`src/rtl/dm_store_buffer.sv`:
```
// Store buffer in front of the data memory: queues stores, drains them when the DM port is idle,
// and stalls loads that hit a pending store. Optional load forwarding under `SB_FWD_EN.
module dm_store_buffer #(
  parameter int unsigned DEPTH = 4,
  parameter int unsigned PTR_W = 2
) (
  input  logic             clk,
  input  logic             reset,
  input  logic             st_valid,
  output logic             st_ready,
  input  logic [31:0]      st_addr,
  input  logic [31:0]      st_data,
  input  logic [1:0]       st_sel,
  input  logic             ld_valid,
  input  logic [31:0]      ld_addr,
  output logic             ld_stall,
  output logic             ld_fwd_valid,
  output logic [31:0]      ld_fwd_data,
  input  logic             flush,
  output logic [31:0]      dm_addr,
  output logic [31:0]      dm_di,
  output logic [1:0]       dm_sel,
  output logic             dm_en,
  output logic             empty,
  output logic [PTR_W:0]   count
);

  localparam int unsigned CNT_W = PTR_W + 1;

  logic [31:0]      mem_addr [DEPTH];
  logic [31:0]      mem_data [DEPTH];
  logic [1:0]       mem_sel  [DEPTH];
  logic [PTR_W-1:0] head;
  logic [PTR_W-1:0] tail;
  logic [CNT_W-1:0] cnt;
  logic             full;
  logic             is_empty;
  logic             push;
  logic             conflict;
`ifdef SB_FWD_EN
  logic             fwd_ok;
  logic [31:0]      fwd_word;
`endif

  assign full     = (cnt == CNT_W'(DEPTH));
  assign is_empty = (cnt == '0);
  assign st_ready = !full;
  assign empty    = is_empty;
  assign count    = cnt;
  assign push     = st_valid && !full;

  // Scan live entries oldest to youngest; the last match seen is the youngest.
  always_comb begin : match_scan
    logic [PTR_W-1:0] idx;
    idx      = '0;
    conflict = 1'b0;
`ifdef SB_FWD_EN
    fwd_ok   = 1'b0;
    fwd_word = '0;
`endif
    for (int unsigned k = 0; k < DEPTH; k++) begin
      idx = head + PTR_W'(k);
      if ((CNT_W'(k) < cnt) && (mem_addr[idx][31:2] == ld_addr[31:2])) begin
        conflict = ld_valid;
`ifdef SB_FWD_EN
        fwd_ok   = ld_valid && (mem_sel[idx] == 2'b00) && (mem_addr[idx][1:0] == 2'b00);
        fwd_word = mem_data[idx];
`endif
      end
    end
  end

  assign dm_en = !is_empty && (!ld_valid || flush || conflict || full);

`ifdef SB_FWD_EN
  assign ld_fwd_valid = fwd_ok && !dm_en;
  assign ld_fwd_data  = ld_fwd_valid ? fwd_word : 32'h0;
  assign ld_stall     = ld_valid && (dm_en || (conflict && !fwd_ok));
`else
  assign ld_fwd_valid = 1'b0;
  assign ld_fwd_data  = 32'h0;
  assign ld_stall     = ld_valid && (dm_en || conflict);
`endif

  // DM port: head entry while draining, otherwise the load address; all zero in reset.
  always_comb begin : port_mux
    dm_addr = '0;
    dm_di   = '0;
    dm_sel  = '0;
    if (dm_en) begin
      dm_addr = mem_addr[head];
      dm_di   = mem_data[head];
      dm_sel  = mem_sel[head];
    end else if (reset) begin
      dm_addr = ld_addr;
    end
  end

  always_ff @(posedge clk or negedge reset) begin
    if (!reset) begin
      head <= '0;
      tail <= '0;
      cnt  <= '0;
    end else begin
      if (push) tail <= tail + PTR_W'(1);
      if (dm_en) head <= head + PTR_W'(1);
      case ({push, dm_en})
        2'b10:   cnt <= cnt + CNT_W'(1);
        2'b01:   cnt <= cnt - CNT_W'(1);
        default: cnt <= cnt;
      endcase
    end
  end

  // Entry payloads need no reset; occupancy is tracked by head/cnt.
  always_ff @(posedge clk) begin
    if (push) begin
      mem_addr[tail] <= st_addr;
      mem_data[tail] <= st_data;
      mem_sel[tail]  <= st_sel;
    end
  end

endmodule
```
`config.mk`:
```
export PLATFORM = sky130hd
export DESIGN_NAME = dm_store_buffer
export DESIGN_NICKNAME = d
export VERILOG_FILES = /design/src/rtl/dm_store_buffer.sv
export SDC_FILE = /design/constraint.sdc
export NUM_CORES = 1
export LEC_CHECK = 0
export ABC_AREA = 1
export CAP_MARGIN = 20
export CORE_UTILIZATION = 31
export CTS_CLUSTER_SIZE = 10
export DETAILED_ROUTE_END_ITERATION = 12
export DONT_BUFFER_PORTS = 1
export GPL_TIMING_DRIVEN = 0
export PLACE_DENSITY_LB_ADDON = 0.05
export SYNTH_ARGS = -nofsm -noshare
export SYNTH_HDL_FRONTEND = slang
export SYNTH_SLANG_ARGS = --single-unit
```
`constraint.sdc`:
```
create_clock -name clk -period 7.4 [get_ports clk]
set_input_delay 1.11 -clock clk [delete_from_list [all_inputs] [get_ports clk]]
set_output_delay 1.11 -clock clk [all_outputs]
set_load 0.005 [all_outputs]
```
# Word-level counts from Yosys, hierarchy flattened
# Memories as Yosys holds them, arrays and structs flattened.
# Index checks and enable logic that the tools add are counted.
[word_totals] regBits=7 ramBits=264 input_bits=103 output_inout_bits=106 elab_cells=50 n_memories=3
[mem_list] memory="mem_addr" words=4 word_bits=32 rd=4 rd_clocked_by_memory_dff=0 write_ports=1 line_no="30" source="logic [31:0] mem_addr [DEPTH];"
[mem_list] memory="mem_data" words=4 word_bits=32 rd=1 rd_clocked_by_memory_dff=0 write_ports=1 line_no="31" source="logic [31:0] mem_data [DEPTH];"
[mem_list] memory="mem_sel" words=4 word_bits=2 rd=1 rd_clocked_by_memory_dff=0 write_ports=1 line_no="32" source="logic [1:0] mem_sel [DEPTH];"
[op_classes] n_addsub=6 magnitude_cmp=4 eq_ne=7 n_mux=11 reduce_logical=16
[op_table] op="$eq 30x30->1" count=4
[op_table] op="$mux 32" count=3
[op_table] op="$logic_and 1x1->1" count=7
[op_table] op="$lt 1x3->1 const A" count=2
[op_table] op="$lt 2x3->1 const A" count=2
[op_table] op="$mux 1" count=6
[op_table] op="$pmux 3 s2" count=1
[op_table] op="$add 2x1->2 const B" count=2
[op_table] op="$add 2x2->2 const B" count=2
[op_table] op="$logic_or 1x1->1" count=4
[op_table] op="$add 3x1->3 const B" count=1
[op_table] op="$eq 3x3->1 const B" count=1
[op_table] op="$logic_not 1->1" count=3
[op_table] op="$logic_not 3->1" count=1
[op_table] op="$sub 3x1->3 const B" count=1
[op_table] op="$eq 2x1->1 const B" count=1
[op_table] op="$eq 2x2->1 const B" count=1
[op_table] op="$mux 2" count=1
[op_table] op="$reduce_bool 2->1" count=1

# Longest topological paths before layout
# Gate-level depths: netlist of the first run.
# An unclocked memory read counts as a cell.
[depth] ltp_word=12 ltp_mapped=27 ltp_nobuf=23

# Least setup slack after synthesis of the first run
# No wires, ideal clock.
[synth_timing] kind="input to register" from="in st_valid" to="mem mem_addr[0][0], enable pin" setup_time_ns=0.491 arrival_ns=4.050 setup_slack_ns=2.860 stages=2 path_cell_list="nand2_1 -> nor2_1"
[synth_between] elab_chain_cells=3
[synth_lines] item="from (decl)" line_no="9" source="input logic st_valid,"
[synth_lines] item="$logic_and 1x1->1" line_no="50" source="assign push = st_valid && !full;"
[synth_lines] item="$mux 1" line_no="117" source="if (push) begin"
[synth_lines] item="$mux 1 (implied by the code)" line_no="118" source="mem_addr[tail] <= st_addr;"
[synth_lines] item="to (decl)" line_no="30"
# No other way between the ends.

# Worst setup path after layout of the first run
[layout_timing] from="reg head[1]" to="out dm_addr[27]"
[layout_between] elab_chain_cells=11 elab_cells_between_ends=20
[layout_lines] item="from (decl)" line_no="33" source="logic [PTR_W-1:0] head;"
[layout_lines] item="from (signal assigned)" line_no="106" source="if (dm_en) head <= head + PTR_W'(1);"
[layout_lines] item="$add 2x1->2 or $mem_v2 4x32 (tied branches)"
[layout_lines] item="$mem_v2 4x32 *"
[layout_lines] item="$eq 30x30->1 or $logic_and 1x1->1 (tied branches)" line_no="63" source="if ((CNT_W'(k) < cnt) && (mem_addr[idx][31:2] == ld_addr[31:2])) begin"
[layout_lines] item="$logic_and 1x1->1 or $mux 1 (tied branches)" line_no="63"
[layout_lines] item="$mux 1 (3 in a row)" line_no="63"
[layout_lines] item="$logic_or 1x1->1 (2 in a row)" line_no="73" source="assign dm_en = !is_empty && (!ld_valid || flush || conflict || full);"
[layout_lines] item="$logic_and 1x1->1" line_no="73"
[layout_lines] item="$mux 32 *" line_no="90" source="if (dm_en) begin"
[layout_lines] item="to (decl)" line_no="20" source="output logic [31:0] dm_addr,"
# Every way passes the cells marked *; elsewhere a longest branch is shown, timed or not.

==> results of run 1 <==
where the power goes:
part / switching, W / total, W / leakage [nW] / internal [W]
Sequential: 0.000123 / 0.00215 / 2.50 / 0.00203
Clock: 0.000686 / 0.00173 / 0.564 / 0.00105
Combinational: 0.00361 / 0.00490 / 5.22 / 0.00129
Total: 0.00442 / 0.00878 / 8.29 / 0.00437
area by class of cell:
cell class / count / share of cell area [%]
antenna: 1 / 0.0138
timing repair buffer: 13 / 1.40
clock inverter: 10 / 0.911
buffer: 120 / 3.91
inverter: 147 / 3.06
multi-input combinational: 1483 / 35.9
sequential: 271 / 44.7
clock buffer: 50 / 5.49
tap: 672 / 4.64
layout by cell type, fill, tap and decap left out, types with 31 or more instances in the layout:
master / instances
nand2_1: 924
clkbuf_16: 37
conb_1: 33
a221oi_1: 34
a22o_1: 34
inv_1: 139
clkbuf_1: 31
nand3_1: 268
buf_4: 49
buf_2: 41
nor2_1: 113
edfxtp_1: 264
routing by layer:
metal / routed length, microns / part of all wire [%]
met5: 0 / 0
met4: 3380 / 4.9
met3: 5860 / 8.5
met2: 31600 / 46
met1: 28300 / 41
stage by stage:
step | total power (W) | instance area [sq um] | instances | utilization [%]
after floorplan | 0.00509 | 15800 | 2021 | -
after global placement | 0.00699 | 16700 | 2693 | 33.3
after detailed placement | 0.00701 | 16900 | 2705 | 33.9
after CTS | 0.00877 | 18100 | 2765 | 36.2
after global routing | 0.00931 | 18100 | 2767 | 36.2
final | 0.00878 | 18100 | 2767 | 36.2
registers in the layout, indices dropped and copies added (netlist names):
signal	cells
tail	2
mem_addr	128
count	3
mem_data	128
mem_sel	8
head	2
worst max-delay path, cell delays in order (launching register included):
cell	delay, ps
dfrtp_1	310
buf_2	210
buf_1	880
nand3_1	260
nand2_1	130
nand2_1	60
nand2_1	90
nor2_1	70
nand2_1	90
nor2_1	60
nand2_1	50
nor2_1	40
nor2_1	380
nand3_4	260
nand2_2	210
buf_2	410
nand2_1	90
nand2_1	200
final timing paths:
| kind | slack (ps) | endpoint |
|---|---|---|
| worst max-delay path | 1900 | dm_addr[27] |
| worst min-delay path | 230 | count[2] |
| worst max register to register | 2910 | count[2] |
| worst min register to register | 590 | count[1] |
| max in group asynchronous | 7070 | head[0] |
| min in group clk | 590 | count[1] |
logic make-up (layout without fill, tap and decap cells):
kind of cell | after synthesis | after routing | synth area share, %
buffers and inverters | 267 | 340 | 8.03
adder cells (fa/ha/maj) | 9 | 9 | 0.717
XOR/XNOR | 8 | 8 | 0.446
AND/OR/NAND/NOR | 1324 | 1324 | 34.1
AO/OA/AOI/OAI | 109 | 109 | 5.16
flip-flops | 271 | 271 | 51.6
other | 1 | 34 | 0.0239
==> impl_metrics.py, run 1 <==
metrics = {
    "yosys": {
        "synth_seq_cells": 271,
        "seq_area_frac_synth_pct": 51.6,
        "mappedNetlistArea_sq_um": 15700,
        "synth_edf_count": 264,
        "ys.flop_type": "edfxtp_1",
        "ys_top_cells_by_count": "nand2_1 (924), nand3_1 (268), edfxtp_1 (264), inv_1 (139), nor2_1 (117)",
        "ys_types": 29,
        "synth_top_area_cell": "edfxtp_1",
        "async_flop_share_pct": 2.58,
        "synth_area_per_cell_sq_um": 7.90,
        "synth.top_cell.area_share_pct": 50.4,
        "synth.most_common_cell": "nand2_1",
        "syn_inst": 1989,
        "synth.top_cells.by_area": "edfxtp_1 (50%), nand2_1 (22%), nand3_1 (8.5%), inv_1 (3.3%), nor2_1 (2.8%)",
        "yosys_warnings": 0,
    },
    "critical_path": {
        "timing.rr.start": "head[1]",
        "startpoint": "head[1]",
        "start_kind": "flop",
        "cp.required_ps": 6290,
        "r2r_cells": 22,
        "critPathMaxFanout": 10,
        "endpoint_kind": "output port",
        "crit_type": "reg2out",
        "arrival_ps": 4390,
    },
    "cells_and_area": {
        "nNetsFinal": 2184,
        "area_delta_synth_final_pct": 15.3,
        "fill_cells": 5294,
        "drive_gt1_share_pct": 8.40,
        "layout.area.seq_sq_um": 8100,
        "multi_input_area_sq_um": 6500,
    },
    "drt": {
        "route.detailed.drc": 0,
        "via_per_inst": 5.12,
        "totalWireLength_microns": 69200,
        "drt_iter0_drc": 1382,
        "vias": 14180,
        "ant_nets": 0,
        "wire_per_inst_microns": 25.0,
        "first_pass_iters": 5,
    },
    "sta": {
        "slew_headroom_pct": 22.8,
        "clock_skew_ps": 37.2,
        "drv_slew": 0,
        "setup_viol_count_final": 0,
        "finalCritPeriodShare_pct": 74.3,
        "setup_ws_ps": 1900,
        "fin_crit_ps": 5500,
        "worstMarginPinSlew_ps": 1160,
        "hold_viol": 0,
        "max_freq_mhz": 182,
        "rsz0062_at_grt": "false",
        "worst_hold_slack_ps": 233,
        "setup_tns_ps": 0,
    },
    "floorplanning": {
        "core_area_sq_um": 50100,
        "initial_core_util_pct": 31.4,
        "core.rowCount": 82,
        "io_pins": 209,
        "die-area_sq_um": 51600,
        "fp.dieH_microns": 227,
        "die-width_microns": 227,
    },
    "global_route": {
        "grt_use_met3_pct": 6.10,
        "grt_use_met2_pct": 43.3,
        "grt_max_degree": 26,
        "grt_pass1_wl_microns": 95300,
        "grt_pass1_vias": 13327,
        "grt-ovfl-total": 0,
        "grtUsageMet1_pct": 33.5,
        "antenna_found_initial": 1,
        "track_usage_pct": 26.7,
        "grt-busiest-layer": "met2",
    },
    "status": {
        "outcome": "finished, final reports clean",
    },
    "clock_tree": {
        "cts_num_sinks": 271,
        "root_buffer": "clkbuf_16",
        "htree_levels": 2,
        "clkSlewWorstSetupHoldPaths_ps": 60,
        "ctsHoldBuffers": 0,
        "clockBufferDepth": 3,
        "clk_latency_ps": 570,
        "cts_made_buffers": 36,
        "post_cts_resized": 0,
        "cts_tree": "built",
        "cts_setup_buffers": 0,
    },
    "pwr": {
        "power_density_nw_per_um2": 485,
        "leakagePower_nw": 8.29,
        "irDropWorstVdd_uv": 258,
    },
    "placement": {
        "dp_slack_ps": 2460,
        "dp_hpwl_microns": 49900,
        "numPortBuffers": 0,
        "gp_congestion": 0.945,
    },
    "min_path": {
        "hold_path_class": "in2async",
    },
    "run": {
        "drv_cap": 0,
    },
}
Power figures use the tool's default switching activity.
==> inputs of run 2 (changes only) <==
==> constraint.sdc (replaced) <==
create_clock -name clk -period 4.68 [get_ports clk]
set_input_delay 0.702 -clock clk [delete_from_list [all_inputs] [get_ports clk]]
set_output_delay 0.702 -clock clk [all_outputs]
set_load 0.005 [all_outputs]
==> run 2 against run 1 <==
- cell count is the same
- count of clock-buffer cells in the layout is the same
- sequential share of layout area shrank 0.24 points
- critical path type unchanged
- largest cell class unchanged
==> impl_metrics.py, run 2 (synthesis results as in run 1) <==
metrics = {
    "sta": {
        "worst_hold_slack_ps": 230,
        "slew_headroom_pct": 34.0,
        "clock_skew_ps": 34.4,
        "hold_viol": 0,
        "fin_crit_ps": 4580,
        "setup_ws_ps": 97.9,
        "max_freq_mhz": 218,
        "setup_viol_count_final": 0,
        "rsz0062_at_grt": "true",
        "finalCritPeriodShare_pct": 97.9,
        "setup_tns_ps": 0,
        "drv_slew": 0,
        "worstMarginPinSlew_ps": 991,
    },
    "floorplanning": {
        "core_area_sq_um": 50100,
        "die-area_sq_um": 51600,
        "die-width_microns": 227,
        "initial_core_util_pct": 31.4,
        "io_pins": 209,
        "fp.dieH_microns": 227,
        "core.rowCount": 82,
    },
    "clock_tree": {
        "cts_made_buffers": 36,
        "cts_tree": "built",
        "clk_latency_ps": 560,
        "clockBufferDepth": 3,
        "root_buffer": "clkbuf_16",
        "clkSlewWorstSetupHoldPaths_ps": 60,
        "htree_levels": 2,
        "cts_setup_buffers": 0,
        "cts_num_sinks": 271,
    },
    "global_route": {
        "grt_pass1_vias": 13396,
        "grt_pass1_wl_microns": 95500,
        "grt-ovfl-total": 0,
        "antenna_found_initial": 2,
        "track_usage_pct": 26.8,
        "grt_max_degree": 26,
    },
    "run": {
        "drv_cap": 0,
    },
    "pwr": {
        "p_int_w": 0.00697,
        "leakagePower_nw": 8.32,
        "comb_power_share_pct": 56.0,
        "pwr-share-seq_pct": 24.4,
        "p_sw_w": 0.00698,
        "irDropWorstVdd_uv": 432,
        "power_density_nw_per_um2": 766,
        "clkPwrFrac_pct": 19.6,
        "sw_frac_of_total_pct": 50.1,
    },
    "placement": {
        "gp_congestion": 0.945,
        "dp_slack_ps": 149,
        "numPortBuffers": 0,
        "dp_cells": 2705,
        "dp_hpwl_microns": 49900,
    },
    "drt": {
        "via_per_inst": 5.13,
        "wire_per_inst_microns": 25.0,
        "first_pass_iters": 6,
        "ant_nets": 0,
        "totalWireLength_microns": 69300,
        "vias": 14182,
        "route.detailed.drc": 0,
        "drt_iter0_drc": 1296,
    },
    "status": {
        "outcome": "finished, final reports clean",
    },
    "critical_path": {
        "cp.required_ps": 3980,
        "arrival_ps": 3880,
        "endpoint_kind": "output port",
        "start_kind": "flop",
        "crit_type": "reg2out",
        "r2r_cells": 25,
        "critPathMaxFanout": 10,
    },
    "cells_and_area": {
        "final_cell_count_no_fill": 2767,
        "drive_gt1_share_pct": 8.83,
        "largestRegisters": "mem_addr x128, mem_data x128, mem_sel x8",
        "nNetsFinal": 2184,
        "multi_input_area_sq_um": 6500,
        "layout.area.seq_sq_um": 8100,
        "final_common_cell": "nand2_1",
        "final_cell_mix": "nand2_1 (924), nand3_1 (268), edfxtp_1 (264), inv_1 (139), nor2_1 (111)",
        "area_delta_synth_final_pct": 15.9,
        "fill_cells": 5284,
    },
    "min_path": {
        "hold_path_class": "in2reg",
        "worstHoldPathCells": 0,
    },
}
run 2: layer usage:
layer  wire length (microns)  GRT usage (%)
met1                   28600           33.6
met2                   31500           43.1
met3                    5700           6.08
met4                    3510           13.4
met5                      19              0
run 2: metrics by stage:
step                      util, %  instance area (sq um)  total power [W]
after detailed placement     33.9                  16900           0.0111
after global placement       33.3                  16700           0.0110
after global routing         36.4                  18200           0.0148
final                        36.4                  18200           0.0140
after CTS                    36.3                  18200           0.0139
after floorplan                 -                  15800          0.00804
run 2: repair_timing:
action / in CTS / in global routing
setup endpoints to repair: 67 / 58
endpoints found under the hold margin: 7 / 0
hold buffers: 1 / 0
gates resized for setup: 19 / 17
run 2: final cells by class:
| class | count | share of cell area [%] |
|---|---|---|
| diodes | 1 | 0.0137 |
| plain buffers | 120 | 4.40 |
| clock buffers | 50 | 5.46 |
| clock inverters | 10 | 0.907 |
| inverters | 147 | 3.04 |
| multi-input cells | 1483 | 35.7 |
| flip-flops and latches | 271 | 44.5 |
| well taps | 672 | 4.62 |
| repair buffers | 13 | 1.39 |
run 2: power by group through the flow:
stage | registers (W) | logic [W] | clock network, W
after floorplan | 0.00343 | 0.00461 | 0
after global placement | 0.00357 | 0.00748 | 0
after detailed placement | 0.00345 | 0.00763 | 0
after CTS | 0.00340 | 0.00770 | 0.00280
after global routing | 0.00344 | 0.00846 | 0.00288
final | 0.00340 | 0.00782 | 0.00273
run 2: final timing paths:
kind	start	to	slack, ps
setup reg to reg	head[1]	count[2]	570
setup / recovery	head[0]	dm_addr[19]	100
hold / removal	st_addr[2]	mem_addr[1][2]	230
hold reg to reg	count[1]	count[1]	590
min in group asynchronous	reset	count[2]	540
max in group asynchronous	reset	head[0]	3780
run 2: critical path: stages (launching register included):
cell and delay, ps:
dfrtp_1 350, buf_4 160, inv_4 90, buf_6 170
buf_4 280, nand2_1 110, nand3_1 110, nand2_1 150
nand2_1 90, nand2_1 120, nor2_1 130, nand2_1 60
nor2_1 270, nand2_1 170, nor2_1 140, nor2_2 80
nand3_4 150, buf_2 350, nand3_1 120, nand2_1 250
==> inputs of run 3 (changes only) <==
--- a/config.mk
+++ b/config.mk
@@ -13,6 +13,7 @@
 export DONT_BUFFER_PORTS = 1
 export GPL_TIMING_DRIVEN = 0
 export PLACE_DENSITY_LB_ADDON = 0.05
+export RECOVER_POWER = 100
 export SYNTH_ARGS = -nofsm -noshare
 export SYNTH_HDL_FRONTEND = slang
 export SYNTH_SLANG_ARGS = --single-unit
==> run 3 against run 2 <==
- the run now ends with capacitance limit, slew limit left
- largest cell class unchanged
- routed wire length is 0.22% lower
- combinational power is 1% lower
- sequential power hardly changed
==> impl_metrics.py, run 3 (synthesis results as in run 1) <==
metrics = {
    "sta": {
        "slew_headroom_pct": -81.2,
        "clock_skew_ps": 34.7,
        "drv_slew": 88,
        "max_freq_mhz": 218,
        "worst_hold_slack_ps": 230,
        "worstMarginPinSlew_ps": 2710,
        "rsz0062_at_grt": "true",
        "fin_crit_ps": 4590,
        "hold_viol": 0,
        "setup_viol_count_final": 0,
        "finalCritPeriodShare_pct": 98.1,
    },
    "drt": {
        "route.detailed.drc": 0,
        "via_per_inst": 5.11,
        "vias": 14148,
        "ant_nets": 0,
        "drt_iter0_drc": 1375,
        "wire_per_inst_microns": 25.0,
        "first_pass_iters": 8,
        "totalWireLength_microns": 69200,
    },
    "placement": {
        "gp_congestion": 0.945,
        "dp_hpwl_microns": 49900,
        "numPortBuffers": 0,
    },
    "clock_tree": {
        "cts_made_buffers": 36,
        "root_buffer": "clkbuf_16",
        "clockBufferDepth": 3,
        "cts_tree": "built",
        "clkSlewWorstSetupHoldPaths_ps": 60,
        "clk_latency_ps": 560,
        "htree_levels": 2,
        "cts_num_sinks": 271,
    },
    "cells_and_area": {
        "nNetsFinal": 2184,
        "fin_util_pct": 36.0,
        "fill_cells": 5307,
        "final_common_cell": "nand2_1",
        "drive_gt1_share_pct": 8.31,
        "largestRegisters": "mem_addr x128, mem_data x128, mem_sel x8",
        "final_cell_mix": "nand2_1 (924), nand3_1 (268), edfxtp_1 (264), inv_1 (139), nor2_1 (115)",
        "area_delta_synth_final_pct": 14.7,
    },
    "floorplanning": {
        "die-area_sq_um": 51600,
        "core.rowCount": 82,
        "io_pins": 209,
        "initial_core_util_pct": 31.4,
        "fp.dieH_microns": 227,
        "die-width_microns": 227,
        "core_area_sq_um": 50100,
    },
    "global_route": {
        "track_usage_pct": 26.8,
        "grtUsageMet1_pct": 33.6,
        "grt_use_met3_pct": 6.08,
        "grt-busiest-layer": "met2",
        "antenna_found_initial": 2,
        "grt-ovfl-total": 0,
        "grt_pass1_vias": 13396,
        "grt_use_met2_pct": 43.1,
        "grt_max_degree": 26,
        "grt_pass1_wl_microns": 95500,
    },
    "min_path": {
        "hold_path_class": "in2reg",
        "worstHoldPathCells": 0,
        "holdPathEnd": "mem_addr[1][2]",
        "hp-start": "st_addr[2]",
    },
    "critical_path": {
        "crit_type": "reg2out",
        "reg2reg_to": "mem_addr[3][20]",
        "rrSetupSlack_ps": 400,
        "timing.rr.start": "count[0]",
        "start_kind": "flop",
        "critPathMaxFanout": 10,
        "endpoint_kind": "output port",
        "cp.required_ps": 3980,
        "arrival_ps": 3890,
        "r2r_cells": 7,
    },
    "pwr": {
        "power_density_nw_per_um2": 769,
        "irDropWorstVdd_uv": 434,
        "leakagePower_nw": 8.26,
        "p_total_w": 0.0139,
    },
    "status": {
        "outcome": "complete, but fails checks",
        "failed_checks": "capacitance limit, slew limit",
    },
    "run": {
        "drv_cap": 4,
    },
}
[run 3: cell types whose count changed in the layout (fill, tap and decap cells not counted)]
cell      before  now
clkbuf_1      29   36
clkbuf_2       2    3
nor2_4         4    0
buf_6          7    8
nor2_1       111  115
buf_16         1    0
buf_12        10    1
clkbuf_4       7    8
[run 3: how the worst max path moves through the flow]
stage | start | endpoint | slack (ps) | depth (start not counted)
floorplan | count[0] | mem_addr[0][0] | 430 | 5
global placement | count[0] | mem_addr[0][11] | -3160 | 5
detailed placement | head[1] | dm_addr[27] | 150 | 18
CTS | head[0] | dm_addr[19] | 40 | 18
global route | head[1] | dm_addr[19] | -10 | 20
finish | head[0] | dm_addr[27] | 90 | 19
[run 3: critical path, cell delays in order, from the launching register on]
cell and delay [ps]:
dfrtp_1 350, buf_4 160, inv_4 90, buf_6 170, buf_4 290, nand2_1 110
nand3_1 110, nand2_1 150, nand2_1 90, nand2_1 120, nor2_1 120, nand2_1 50
nor2_1 270, nand2_1 170, nor2_1 140, nor2_2 80, nand3_4 150, buf_2 380
nand3_1 120, nand2_1 230
[run 3: per-layer routing]
metal,wire length (microns),up-vias
met5,19,-
met4,3670,2
met3,5780,160
met2,31300,647
met1,28300,6679
li1,-,6660
[run 3: timing repair]
item                                    4_1_cts  5_1_grt
gates cloned                                  0        0
hold buffers                                  1        0
gates resized for setup                      19       17
hold endpoints to repair                      7        0
setup buffers                                 0        0
pin swaps                                     0        0
endpoints found under the setup margin       67       58
[run 3: through the flow]
step | worst slack [ps] | setup TNS (ps) | instance area (sq um) | instances
floorplan | 426 | 0 | 15800 | 2021
global placement | -3160 | -785030 | 16700 | 2693
detailed placement | 149 | 0 | 16900 | 2705
CTS | 38.7 | 0 | 18200 | 2766
global route | -13.2 | -49.8 | 18000 | 2767
finish | 88.6 | 0 | 18000 | 2767
[run 3: cell type report]
cell class | count | area (sq um) | area share (%)
clock inverters | 10 | 165 | 0.916
flip-flops and latches | 271 | 8100 | 44.9
plain buffers | 120 | 801 | 4.44
clock buffers | 50 | 995 | 5.52
diodes | 1 | 2.50 | 0.0139
repair buffers | 13 | 95.1 | 0.527
multi-input cells | 1483 | 6470 | 35.9
well taps | 672 | 841 | 4.66
inverters | 147 | 554 | 3.07
[run 3: where the power goes]
group	leakage [nW]	switching [W]	internal (W)
Sequential	2.50	0.000195	0.00323
Clock	0.564	0.00108	0.00165
Combinational	5.19	0.00569	0.00202
Total	8.26	0.00697	0.00690
